`config.mk`:
```
export PLATFORM = sky130hd
export DESIGN_NAME = packet_ingress_arbiter
export DESIGN_NICKNAME = d
export VERILOG_FILES = /design/src/rtl/packet_ingress_arbiter.sv
export SDC_FILE = /design/constraint.sdc
export NUM_CORES = 1
export LEC_CHECK = 0
export ABC_AREA = 1
export CORE_UTILIZATION = 25
export CTS_CLUSTER_DIAMETER = 60
export DETAILED_ROUTE_END_ITERATION = 10
export PLACE_DENSITY_LB_ADDON = 0.25
export REMOVE_ABC_BUFFERS = 1
export SLEW_MARGIN = 5
export SYNTH_ARGS = -nofsm -noshare
export SYNTH_HDL_FRONTEND = slang
export SYNTH_SLANG_ARGS = --single-unit
```
`constraint.sdc`:
```
create_clock -name clk -period 2.5 [get_ports clk]
set_input_delay 0.5 -clock clk [delete_from_list [all_inputs] [get_ports clk]]
set_output_delay 0.5 -clock clk [all_outputs]
set_load 0.005 [all_outputs]
```
`src/rtl/packet_ingress_arbiter.sv`:
```
// Packet-granular round-robin arbiter feeding one packet_decoder: locks grant per packet, cuts at MTU, pads runts, cleans keep, inserts tail gap.
// Latency: 1 cycle from an accepted source beat to the registered decoder outputs; arbitration costs one IDLE cycle per packet.
// Backpressure: src_ready goes only to the granted port (FWD/DROP) and never depends on src_valid; the decoder side has no ready and is never stalled.
module packet_ingress_arbiter #(
    parameter  int N_PORTS   = 4,
    parameter  int MTU_WORDS = 381,
    parameter  int MIN_WORDS = 7,
    localparam int GW        = (N_PORTS > 1) ? $clog2(N_PORTS) : 1
) (
    input  logic                   clk,
    input  logic                   rst,
    input  logic [32*N_PORTS-1:0]  src_data,
    input  logic [N_PORTS-1:0]     src_valid,
    input  logic [N_PORTS-1:0]     src_last,
    input  logic [4*N_PORTS-1:0]   src_keep,
    output logic [N_PORTS-1:0]     src_ready,
    output logic [31:0]            packet4_byte,
    output logic                   data_valid,
    output logic                   last_valid,
    output logic [3:0]             keep,
    output logic [GW-1:0]          grant_id,
    output logic                   busy,
    output logic [15:0]            trunc_cnt,
    output logic [15:0]            runt_cnt,
    output logic [15:0]            badkeep_cnt
);

    typedef enum logic [2:0] {
        ST_IDLE = 3'd0,
        ST_FWD  = 3'd1,
        ST_PAD  = 3'd2,
        ST_DROP = 3'd3,
        ST_GAP  = 3'd4
    } state_t;

    localparam logic [8:0]    MTU_CNT   = 9'(MTU_WORDS);
    localparam logic [8:0]    MIN_CNT   = 9'(MIN_WORDS);
    localparam logic [GW-1:0] LAST_PORT = GW'(N_PORTS - 1);

    state_t        state_q, state_d;
    logic [GW-1:0] grant_q, grant_d;
    logic [8:0]    beat_cnt_q, beat_cnt_d;
    logic [8:0]    beat_inc;

    logic [31:0]   data_q, data_d;
    logic          dv_q, dv_d;
    logic          lv_q, lv_d;
    logic [3:0]    keep_q, keep_d;

    logic [15:0]   trunc_q, trunc_d;
    logic [15:0]   runt_q, runt_d;
    logic [15:0]   badkeep_q, badkeep_d;

    // Granted port's beat, muxed out of the flat source buses
    logic [31:0]   sel_data;
    logic          sel_valid;
    logic          sel_last;
    logic [3:0]    sel_keep;
    logic          sel_keep_ok;
    logic [3:0]    fwd_keep;

    // Round-robin pick
    logic          arb_found;
    logic [GW-1:0] arb_pick;

    function automatic logic [15:0] sat_inc(input logic [15:0] c);
        return (c == 16'hFFFF) ? c : c + 16'd1;
    endfunction

    assign beat_inc = beat_cnt_q + 9'd1;

    // Select the granted port's data/valid/last/keep
    always_comb begin
        sel_data  = '0;
        sel_valid = 1'b0;
        sel_last  = 1'b0;
        sel_keep  = '0;
        for (int i = 0; i < N_PORTS; i++) begin
            if (grant_q == GW'(i)) begin
                sel_data  = src_data[32*i +: 32];
                sel_valid = src_valid[i];
                sel_last  = src_last[i];
                sel_keep  = src_keep[4*i +: 4];
            end
        end
    end

    // Only contiguous low-byte masks are meaningful to the decoder; anything else is widened to a full word
    always_comb begin
        sel_keep_ok = (sel_keep == 4'b0000) || (sel_keep == 4'b0001) ||
                      (sel_keep == 4'b0011) || (sel_keep == 4'b0111) ||
                      (sel_keep == 4'b1111);
        fwd_keep    = sel_keep_ok ? sel_keep : 4'b1111;
    end

    // Round-robin search: lowest valid port above the last grant, else lowest valid port at or below it
    always_comb begin
        arb_found = 1'b0;
        arb_pick  = grant_q;
        for (int i = 0; i < N_PORTS; i++) begin
            if (!arb_found && src_valid[i] && (GW'(i) > grant_q)) begin
                arb_found = 1'b1;
                arb_pick  = GW'(i);
            end
        end
        for (int i = 0; i < N_PORTS; i++) begin
            if (!arb_found && src_valid[i] && (GW'(i) <= grant_q)) begin
                arb_found = 1'b1;
                arb_pick  = GW'(i);
            end
        end
    end

    // Ready is a pure decode of registered state so sources never see a valid->ready loop
    always_comb begin
        src_ready = '0;
        if ((state_q == ST_FWD) || (state_q == ST_DROP)) begin
            for (int i = 0; i < N_PORTS; i++) begin
                src_ready[i] = (grant_q == GW'(i));
            end
        end
    end

    // Next-state, next decoder beat and counter updates
    always_comb begin
        state_d    = state_q;
        grant_d    = grant_q;
        beat_cnt_d = beat_cnt_q;
        data_d     = '0;
        dv_d       = 1'b0;
        lv_d       = 1'b0;
        keep_d     = '0;
        trunc_d    = trunc_q;
        runt_d     = runt_q;
        badkeep_d  = badkeep_q;

        case (state_q)
            ST_IDLE: begin
                beat_cnt_d = '0;
                if (arb_found) begin
                    grant_d = arb_pick;
                    state_d = ST_FWD;
                end
            end

            ST_FWD: begin
                if (sel_valid) begin
                    dv_d       = 1'b1;
                    data_d     = sel_data;
                    keep_d     = 4'b1111;
                    beat_cnt_d = beat_inc;
                    if (sel_last) begin
                        if (beat_inc >= MIN_CNT) begin
                            lv_d   = 1'b1;
                            keep_d = fwd_keep;
                            if (!sel_keep_ok) begin
                                badkeep_d = sat_inc(badkeep_q);
                            end
                            // A 3/4-byte tail needs one extra decoder idle cycle
                            state_d = fwd_keep[2] ? ST_GAP : ST_IDLE;
                        end else begin
                            // Runt: hide the source last, the pad phase supplies the real one
                            runt_d  = sat_inc(runt_q);
                            state_d = ST_PAD;
                        end
                    end else if (beat_inc == MTU_CNT) begin
                        lv_d    = 1'b1;
                        trunc_d = sat_inc(trunc_q);
                        state_d = ST_DROP;
                    end
                end
            end

            ST_PAD: begin
                dv_d       = 1'b1;
                beat_cnt_d = beat_inc;
                if (beat_inc >= MIN_CNT) begin
                    lv_d    = 1'b1;
                    keep_d  = 4'b0000;
                    state_d = ST_IDLE;
                end else begin
                    keep_d  = 4'b1111;
                end
            end

            ST_DROP: begin
                // Swallow the rest of an over-MTU packet; at least one cycle long
                if (sel_valid && sel_last) begin
                    state_d = ST_IDLE;
                end
            end

            ST_GAP: begin
                state_d = ST_IDLE;
            end

            default: begin
                state_d = ST_IDLE;
            end
        endcase
    end

    // State, grant, decoder output and counter registers with synchronous active-low reset
    always_ff @(posedge clk) begin
        if (!rst) begin
            state_q    <= ST_IDLE;
            grant_q    <= LAST_PORT;
            beat_cnt_q <= '0;
            data_q     <= '0;
            dv_q       <= 1'b0;
            lv_q       <= 1'b0;
            keep_q     <= '0;
            trunc_q    <= '0;
            runt_q     <= '0;
            badkeep_q  <= '0;
        end else begin
            state_q    <= state_d;
            grant_q    <= grant_d;
            beat_cnt_q <= beat_cnt_d;
            data_q     <= data_d;
            dv_q       <= dv_d;
            lv_q       <= lv_d;
            keep_q     <= keep_d;
            trunc_q    <= trunc_d;
            runt_q     <= runt_d;
            badkeep_q  <= badkeep_d;
        end
    end

    assign packet4_byte = data_q;
    assign data_valid   = dv_q;
    assign last_valid   = lv_q;
    assign keep         = keep_q;
    assign grant_id     = grant_q;
    assign busy         = (state_q != ST_IDLE);
    assign trunc_cnt    = trunc_q;
    assign runt_cnt     = runt_q;
    assign badkeep_cnt  = badkeep_q;

endmodule

```
* After elaboration in Yosys (flattened, before gate mapping)
Cells that the tools add are included.
** Word-level totals
- Output and inout port bits :: 93
- Logic and storage cells :: 146
- Flip-flop bits (word level) :: 100
- Input bits :: 154
** Operators by class
- $lt $le $gt $ge :: 9
- Add/sub/neg operators :: 4
- Equal/unequal tests :: 19
- Bitwise operators :: 6
- Multiplexer cells :: 57
- Reduce and logical (&&, ||, !) cells :: 41
** Operators with widths (number)
- two-way mux 32 bit :: 4
- adder 16 x 1 -> 16 bit, second input constant :: 3
- equality test 16 bit, second input constant :: 3
- two-way mux 4 bit :: 10
- case mux 9 bit (3 select lines) :: 1
- two-way mux 3 bit :: 8
- two-way mux 1 bit :: 21
- logical AND 1 bit :: 16
- two-way mux 2 bit :: 8
- AND reduction 5 bit :: 3
- case mux 3 bit (4 select lines) :: 1
- adder 9 x 1 -> 9 bit, second input constant :: 1
- equality test 9 bit, second input constant :: 1
- >= comparator 9 x 3 -> 1 bit, second input constant :: 1
- two-way mux 9 bit :: 1
- case mux 4 bit (2 select lines) :: 1
- nonzero test 8 bit :: 1
- zero test 1 bit :: 7
- equality test 3 x 2 -> 1 bit, second input constant :: 2
- inequality test 2 bit, second input constant :: 3
- NOT 1 bit :: 6
- AND reduction 3 bit :: 2
- AND reduction 6 bit :: 1
- nonzero test 3 bit :: 2
- other kinds (19) :: 29

* Longest topological paths before layout
Gate-level depths: netlist (run 1).
- Depth after elaboration :: 33
- Mapped depth :: 15
- Depth with buffers taken out :: 15

* Least setup slack after synthesis (run 1)
No wires, ideal clock.
- Path type :: register to register
- Start point :: register beat_cnt_q[1]
- End point :: register trunc_q[12] (netlist: trunc_cnt[12])
- Period minus slack after synthesis :: 2.032 ns
- Setup slack :: 0.468 ns
- Stages on the path, launching flop included :: 12
- Data arrival time :: 1.900 ns
- Path buffers :: 1
- Library setup time :: 0.132 ns
- Required time :: 2.368 ns
- Cell sequence :: dfxtp_1 -> ha_1 -> nand3_1 -> nand2_1 -> nand2_1 -> inv_1 -> nand3b_1 -> nor3_2 -> nand3_2 -> buf_2 -> nand2_1 -> a21oi_1
** On the way
- Cells in the longest elaborated chain, start to end :: 3
** Ends and longest elaborated chain
- from (decl) :: RTL line 42 : logic [8:0] beat_cnt_q, beat_cnt_d;
- from (signal assigned) :: RTL line 219 : beat_cnt_q <= beat_cnt_d;
- adder 9 x 1 -> 9 bit :: RTL line 70 : assign beat_inc = beat_cnt_q + 9'd1;
- equality test 9 bit :: RTL line 166 : end else if (beat_inc == MTU_CNT) begin
- AND reduction 5 bit (no source line)
- to (signal assigned) :: RTL line 224 : trunc_q <= trunc_d;
- to (decl) :: RTL line 50 : logic [15:0] trunc_q, trunc_d;
Every way passes these cells.
A chain may end at the register's enable or synchronous reset.

* Worst setup path after layout (run 1)
- Start point :: register grant_q[1] (netlist: grant_id[1])
- End point :: output src_ready[2]
** On the way
- Cells in the longest elaborated chain, start to end :: 2
** Ends and longest elaborated chain
- from (decl) :: RTL line 41 : logic [GW-1:0] grant_q, grant_d;
- from (signal assigned) :: RTL line 218 : grant_q <= grant_d;
- equality test 2 bit :: RTL line 119 : src_ready[i] = (grant_q == GW'(i));
- two-way mux 4 bit :: RTL line 117 : if ((state_q == ST_FWD) || (state_q == ST_DROP)) begin
- to (decl) :: RTL line 16 : output logic [N_PORTS-1:0] src_ready,
Every way passes these cells.

==> results.yml, run 1 <==
run_status:
  outcome: "finished clean"
worst_setup_path:
  start_kind: "flop"
  path_cells: "inv_2 > nor3_1 > clkdlybuf4s50_1"
  path_max_fanout: 8
  critPathBufInv: 2
  worstReg2RegStart: "beat_cnt_q[0]"
  r2r_cells: 13
  crit_arrival_ns: 1.79
  critPathKind: "flop to primary output"
  reg2reg_slack_ns: 0.26
  r2r_end: "keep[1]"
  crit_slowest_cell: "dfxtp_1"
  crit_path_end_kind: "primary output"
  max_stage_delay_ns: 0.58
  path_delay_family: "buffers and inverters"
  required_ns: 2.00
job:
  drv_cap: 0
timing:
  relSlewSlack_pct: 53.9
  rsz0062_at_grt: "false"
  fmax_mhz: 436
  slew_viol_final: 0
  period_needed_ns: 2.29
  finalCritPeriodShare_pct: 91.8
  tns_ns: 0
  finalHoldViolCount: 0
  tightest_slew_ns: 0.686
  fin_skew_ns: 0.0129
  setup_violations: 0
  setup_slack_ns: 0.206
placement:
  gp_congestion: 0.925
  io_buffer_count: 246
  place_ws_ns: 0.0725
  hpwl_mm: 16.1
min_path:
  hold_path_depth: 2
  hold_path_class: "flop to flop"
  holdPathEnd: "badkeep_cnt[13]"
  hold_path.startpoint: "badkeep_cnt[13]"
cts:
  clockRootBuffer: "clkbuf_16"
  tritoncts: "yes"
  htree_levels: 3
  clkLatencyLatePin_ns: 0.36
  clk_pin_slew_ns: 0.08
  numCtsBuffers: 9
  cts_sinks: 100
  cts_setup_buffers: 0
  clockBufferDepth: 2
  postCtsHoldBufs: 0
  post_cts_resized: 0
die:
  row_count: 55
  start_util_pct: 25.5
  io_pins: 247
  dieWidth_um: 154
  design.core.area_um2: 22600
  die_h_um: 154
  die_area_um2: 23700
final_layout:
  nFillCells: 2381
  drive_gt1_share_pct: 5.94
  antennaDiodeCount: 0
  final_util_pct: 39.5
  final-seq-area_um2: 2000
  num-nets-final: 1268
  multi_input_area_um2: 3300
  area_growth_pct: 55.2
logic_synthesis:
  synth_compound_area_share_pct: 13.9
  ys_ff_latch: 100
  synth_fa_ha_area_share_pct: 1.30
  synthDistinctLibCells: 41
  avgSynthCellArea_um2: 6.70
  synth_top_family_by_area: "simple AND/OR/NAND/NOR gates"
  synthMuxAreaShare_pct: 0
  synthCells: 861
  yosysSeqAreaShare_pct: 34.7
  synthSimpleGateAreaFrac_pct: 37.0
  synth-xor-area-share_pct: 4.86
  syn_area_um2: 5770
  ys_warn_count: 0
grt:
  grt_pass1_vias: 6402
  grt_first_pass_wirelength_mm: 33.4
  track_usage_pct: 17.7
  antenna_found_initial: 0
  grt-ovfl-total: 0
  grt_max_degree: 33
drt:
  routedWlPerCell_um: 14.8
  post-route-drc-count: 0
  drt-initial-drc-count: 240
  wl_mm: 20.7
  viasPerCell: 4.70
  final_antenna_net_count: 0
  drt_first_pass_iters: 5
  dr_total_vias: 6571
power:
  ir_worst_vdd_v: 0.000368
  power_density_nw_per_um2: 629
  p_leak_nw: 3.24
  total_power_mw: 5.63
-- sequential cells by signal, summed over array words and instances, names as in the netlist --
signal	cells
trunc_cnt	16
state_q	3
badkeep_cnt	16
grant_id	2
beat_cnt_q	9
runt_cnt	16
packet4_byte	32
data_valid	1
last_valid	1
keep	4
-- logic make-up after synthesis --
logic type               Yosys count
AO/OA/AOI/OAI                    122
flip-flops                       100
AND/OR/NAND/NOR                  482
buffers and inverters            119
XOR/XNOR                          32
adder cells (fa/ha/maj)            6
-- synthesized netlist by cell type --
library cell,count,area share (%)
o21ai_0,13,1.1
nor3_4,1,0.28
inv_2,2,0.13
o21bai_1,1,0.13
a41oi_1,20,3.0
nand4_1,32,3.5
nor3_1,23,2.0
a221oi_1,12,1.8
a32o_1,1,0.17
ha_1,6,1.3
nor3_2,1,0.17
nor2_1,76,4.9
o211ai_1,1,0.13
nand4_4,1,0.37
o22ai_1,5,0.54
xnor2_1,7,1.1
o21ai_1,1,0.087
nand2_4,1,0.20
a21oi_2,1,0.15
a22o_1,12,1.8
o31ai_1,1,0.13
nor2_2,5,0.54
nand2_2,5,0.54
nand2b_1,1,0.11
o21ai_2,1,0.15
nor2_4,4,0.78
buf_6,2,0.39
dfxtp_1,100,35
clkinv_2,1,0.087
buf_2,6,0.52
xor2_1,25,3.8
nand3_1,66,5.7
nor4_1,1,0.11
nand3b_1,3,0.39
clkbuf_1,24,1.6
nand2_1,259,17
nand3_2,2,0.35
inv_1,82,5.3
nor3b_1,1,0.13
buf_4,2,0.26
a21oi_1,53,4.6
-- stage by stage --
step | area (um2) | instances | hold WS (ns)
floorplan | 5610 | 827 | 0.450
global placement | 8640 | 1382 | 0.475
detailed placement | 8640 | 1382 | 0.481
CTS | 8940 | 1397 | 0.494
global route | 8950 | 1397 | 0.517
finish | 8950 | 1397 | 0.492
-- placed cells by master (no fill, tap or decap), drive strengths merged --
cell type | netlist | routed
a21oi | 54 | 54
a221oi | 12 | 12
a22o | 12 | 12
a32o | 1 | 1
a41oi | 20 | 20
buf | 10 | 24
bufinv | 0 | 1
clkbuf | 24 | 9
clkdlybuf4s50 | 0 | 246
clkinv | 1 | 1
clkinvlp | 0 | 1
dfxtp | 100 | 100
ha | 6 | 6
inv | 84 | 88
nand2 | 265 | 265
nand2b | 1 | 1
nand3 | 68 | 68
nand3b | 3 | 3
nand4 | 33 | 33
nor2 | 85 | 85
nor3 | 25 | 25
nor3b | 1 | 1
nor4 | 1 | 1
o211ai | 1 | 1
o21ai | 15 | 15
o21bai | 1 | 1
o22ai | 5 | 5
o31ai | 1 | 1
xnor2 | 7 | 7
xor2 | 25 | 25
-- layout make-up --
cell class	count	area share [%]
sequential	100	22.4
clock buffer	9	2.52
inverter	85	3.58
clock inverter	6	0.895
multi-input combinational	642	36.9
tap	285	3.98
timing repair buffer	270	29.8
-- report_power, final --
part / internal, mW / total, mW / switching [mW]
registers: 1.72 / 1.81 / 0.0900
logic: 0.956 / 2.31 / 1.36
clock network: 0.798 / 1.51 / 0.715
-- worst min-delay path: stages, from the launching register on --
cell,delay [ns]
dfxtp_1,0.34
nand2_1,0.07
a21oi_1,0.05
-- worst max path at each step --
stage / startpoint / endpoint / slack (ns) / cells past startpoint
global placement: src_valid[2] / runt_cnt[11] / 0.08 / 13
detailed placement: src_valid[2] / runt_cnt[11] / 0.07 / 13
finish: grant_id[1] / src_ready[2] / 0.21 / 3
CTS: grant_id[0] / src_ready[0] / 0.09 / 5
global route: beat_cnt_q[0] / runt_cnt[11] / 0.03 / 13
floorplan: grant_id[0] / badkeep_cnt[1] / -0.03 / 11
-- metal layers --
layer	up-vias	GRT usage, %	routed length [um]
met5	-	0	0
met4	0	6.29	444
met3	29	4.28	1470
met2	236	30.2	9790
met1	2942	21.5	8980
li1	3364	-	-
Note: power is estimated with default switching activity, not from simulation.
==> run 2: changes to the inputs <==
- CORE_ASPECT_RATIO: unset -> 0.8
- CTS_CLUSTER_DIAMETER: 60 -> unset
==> run 2 against run 1 <==
Final area rose by 0.88%. Combinational power grew 4%. Hold slack worse by 0.0035 ns. Total power down 0.43%.
==> results.yml, run 2 (same netlist as run 1, synthesis figures left out) <==
die:
  dieWidth_um: 172
  io_pins: 247
  design.core.area_um2: 22600
  die_h_um: 138
  die_area_um2: 23700
  start_util_pct: 25.6
  row_count: 49
run_status:
  outcome: "finished clean"
cts:
  clockRootBuffer: "clkbuf_16"
  cts_setup_buffers: 0
  clk_pin_slew_ns: 0.07
  numCtsBuffers: 9
  clkLatencyLatePin_ns: 0.35
  tritoncts: "yes"
  cts_sinks: 100
  htree_levels: 3
  clockBufferDepth: 2
final_layout:
  layout_commonest_cell: "nand2_1"
  antennaDiodeCount: 0
  area_growth_pct: 56.5
  nFillCells: 2390
  mostFrequentLayoutCells: "nand2_1, clkdlybuf4s50_1, dfxtp_1, inv_1, nor2_1"
  multi_input_area_um2: 3310
  num-nets-final: 1277
  largest_register_ffs: 32
  final-seq-area_um2: 2000
  final_util_pct: 40.0
  drive_gt1_share_pct: 6.68
placement:
  hpwl_mm: 17.4
  io_buffer_count: 246
  gp_congestion: 0.863
grt:
  grt_pass1_vias: 6059
  grt-ovfl-total: 0
  grt_max_degree: 33
  antenna_found_initial: 0
  track_usage_pct: 18.8
  grt_first_pass_wirelength_mm: 34.0
min_path:
  hold_path_depth: 2
  hold_path_class: "flop to flop"
timing:
  finalHoldViolCount: 0
  relSlewSlack_pct: 60.0
  tightest_slew_ns: 0.596
  finalCritPeriodShare_pct: 95.0
  fin_skew_ns: 0.00734
  period_needed_ns: 2.38
  holdWs_ns: 0.488
  tns_ns: 0
  rsz0062_at_grt: "false"
  slew_viol_final: 0
  fmax_mhz: 421
  setup_violations: 0
drt:
  post-route-drc-count: 0
  drt_first_pass_iters: 5
  wl_mm: 22.2
  final_antenna_net_count: 0
  routedWlPerCell_um: 15.5
  viasPerCell: 4.64
  drt-initial-drc-count: 504
  dr_total_vias: 6633
power:
  p_leak_nw: 3.27
  total_power_mw: 5.61
  ir_worst_vdd_v: 0.000315
  power_density_nw_per_um2: 621
worst_setup_path:
  crit_path_end_kind: "primary output"
  path_max_fanout: 5
  required_ns: 2.00
  critPathKind: "flop to primary output"
  start_kind: "flop"
  crit_arrival_ns: 1.88
  r2r_cells: 11
job:
  drv_cap: 0
[run 2: through the flow]
stage / instance area, um2 / instances / worst slack [ns]
2_1_floorplan: 5610 / 827 / -0.0297
3_3_place_gp: 8730 / 1412 / -0.0239
3_5_place_dp: 8730 / 1412 / -0.0488
4_1_cts: 9020 / 1428 / 0.0880
5_1_grt: 9030 / 1428 / 0.0123
6_report: 9030 / 1428 / 0.125
[run 2: final cells by class]
class                           instances  share of cell area, %
Timing Repair Buffer                  279                   30.3
Multi-Input combinational cell        642                   36.6
Clock buffer                           13                   2.88
Tap cell                              306                   4.24
Clock inverter                          3                  0.236
Inverter                               85                   3.55
Sequential cell                       100                   22.2
[run 2: timing repair]
action                     4_1_cts  5_1_grt
gates resized for setup          1        4
setup endpoints to repair        1       15
hold buffers                     0        0
[run 2: final timing paths]
path,start,to,slack (ns)
hold reg to reg,badkeep_cnt[13],badkeep_cnt[13],0.49
setup / recovery,grant_id[1],src_ready[2],0.12
setup reg to reg,beat_cnt_q[0],keep[1],0.27
hold / removal,badkeep_cnt[13],badkeep_cnt[13],0.49
[run 2: per-layer routing]
layer	part of all wire, %	vias up	GRT usage (%)
met2	44	186	28.8
met1	49	3045	26.5
met4	2.0	0	5.75
met5	0	-	0
met3	5.1	28	3.62
li1	-	3374	-
[run 2: worst max-delay path, cell delays in order, from the launching register on]
cell	delay (ns)
dfxtp_1	0.50
inv_2	0.13
nor3_1	0.29
clkdlybuf4s50_1	0.61
[run 2: report_power, final]
group	total [mW]	leakage, nW	internal, mW	switching (mW)
registers	1.82	0.809	1.72	0.0981
logic	2.41	2.33	1.01	1.40
clock network	1.38	0.136	0.733	0.648
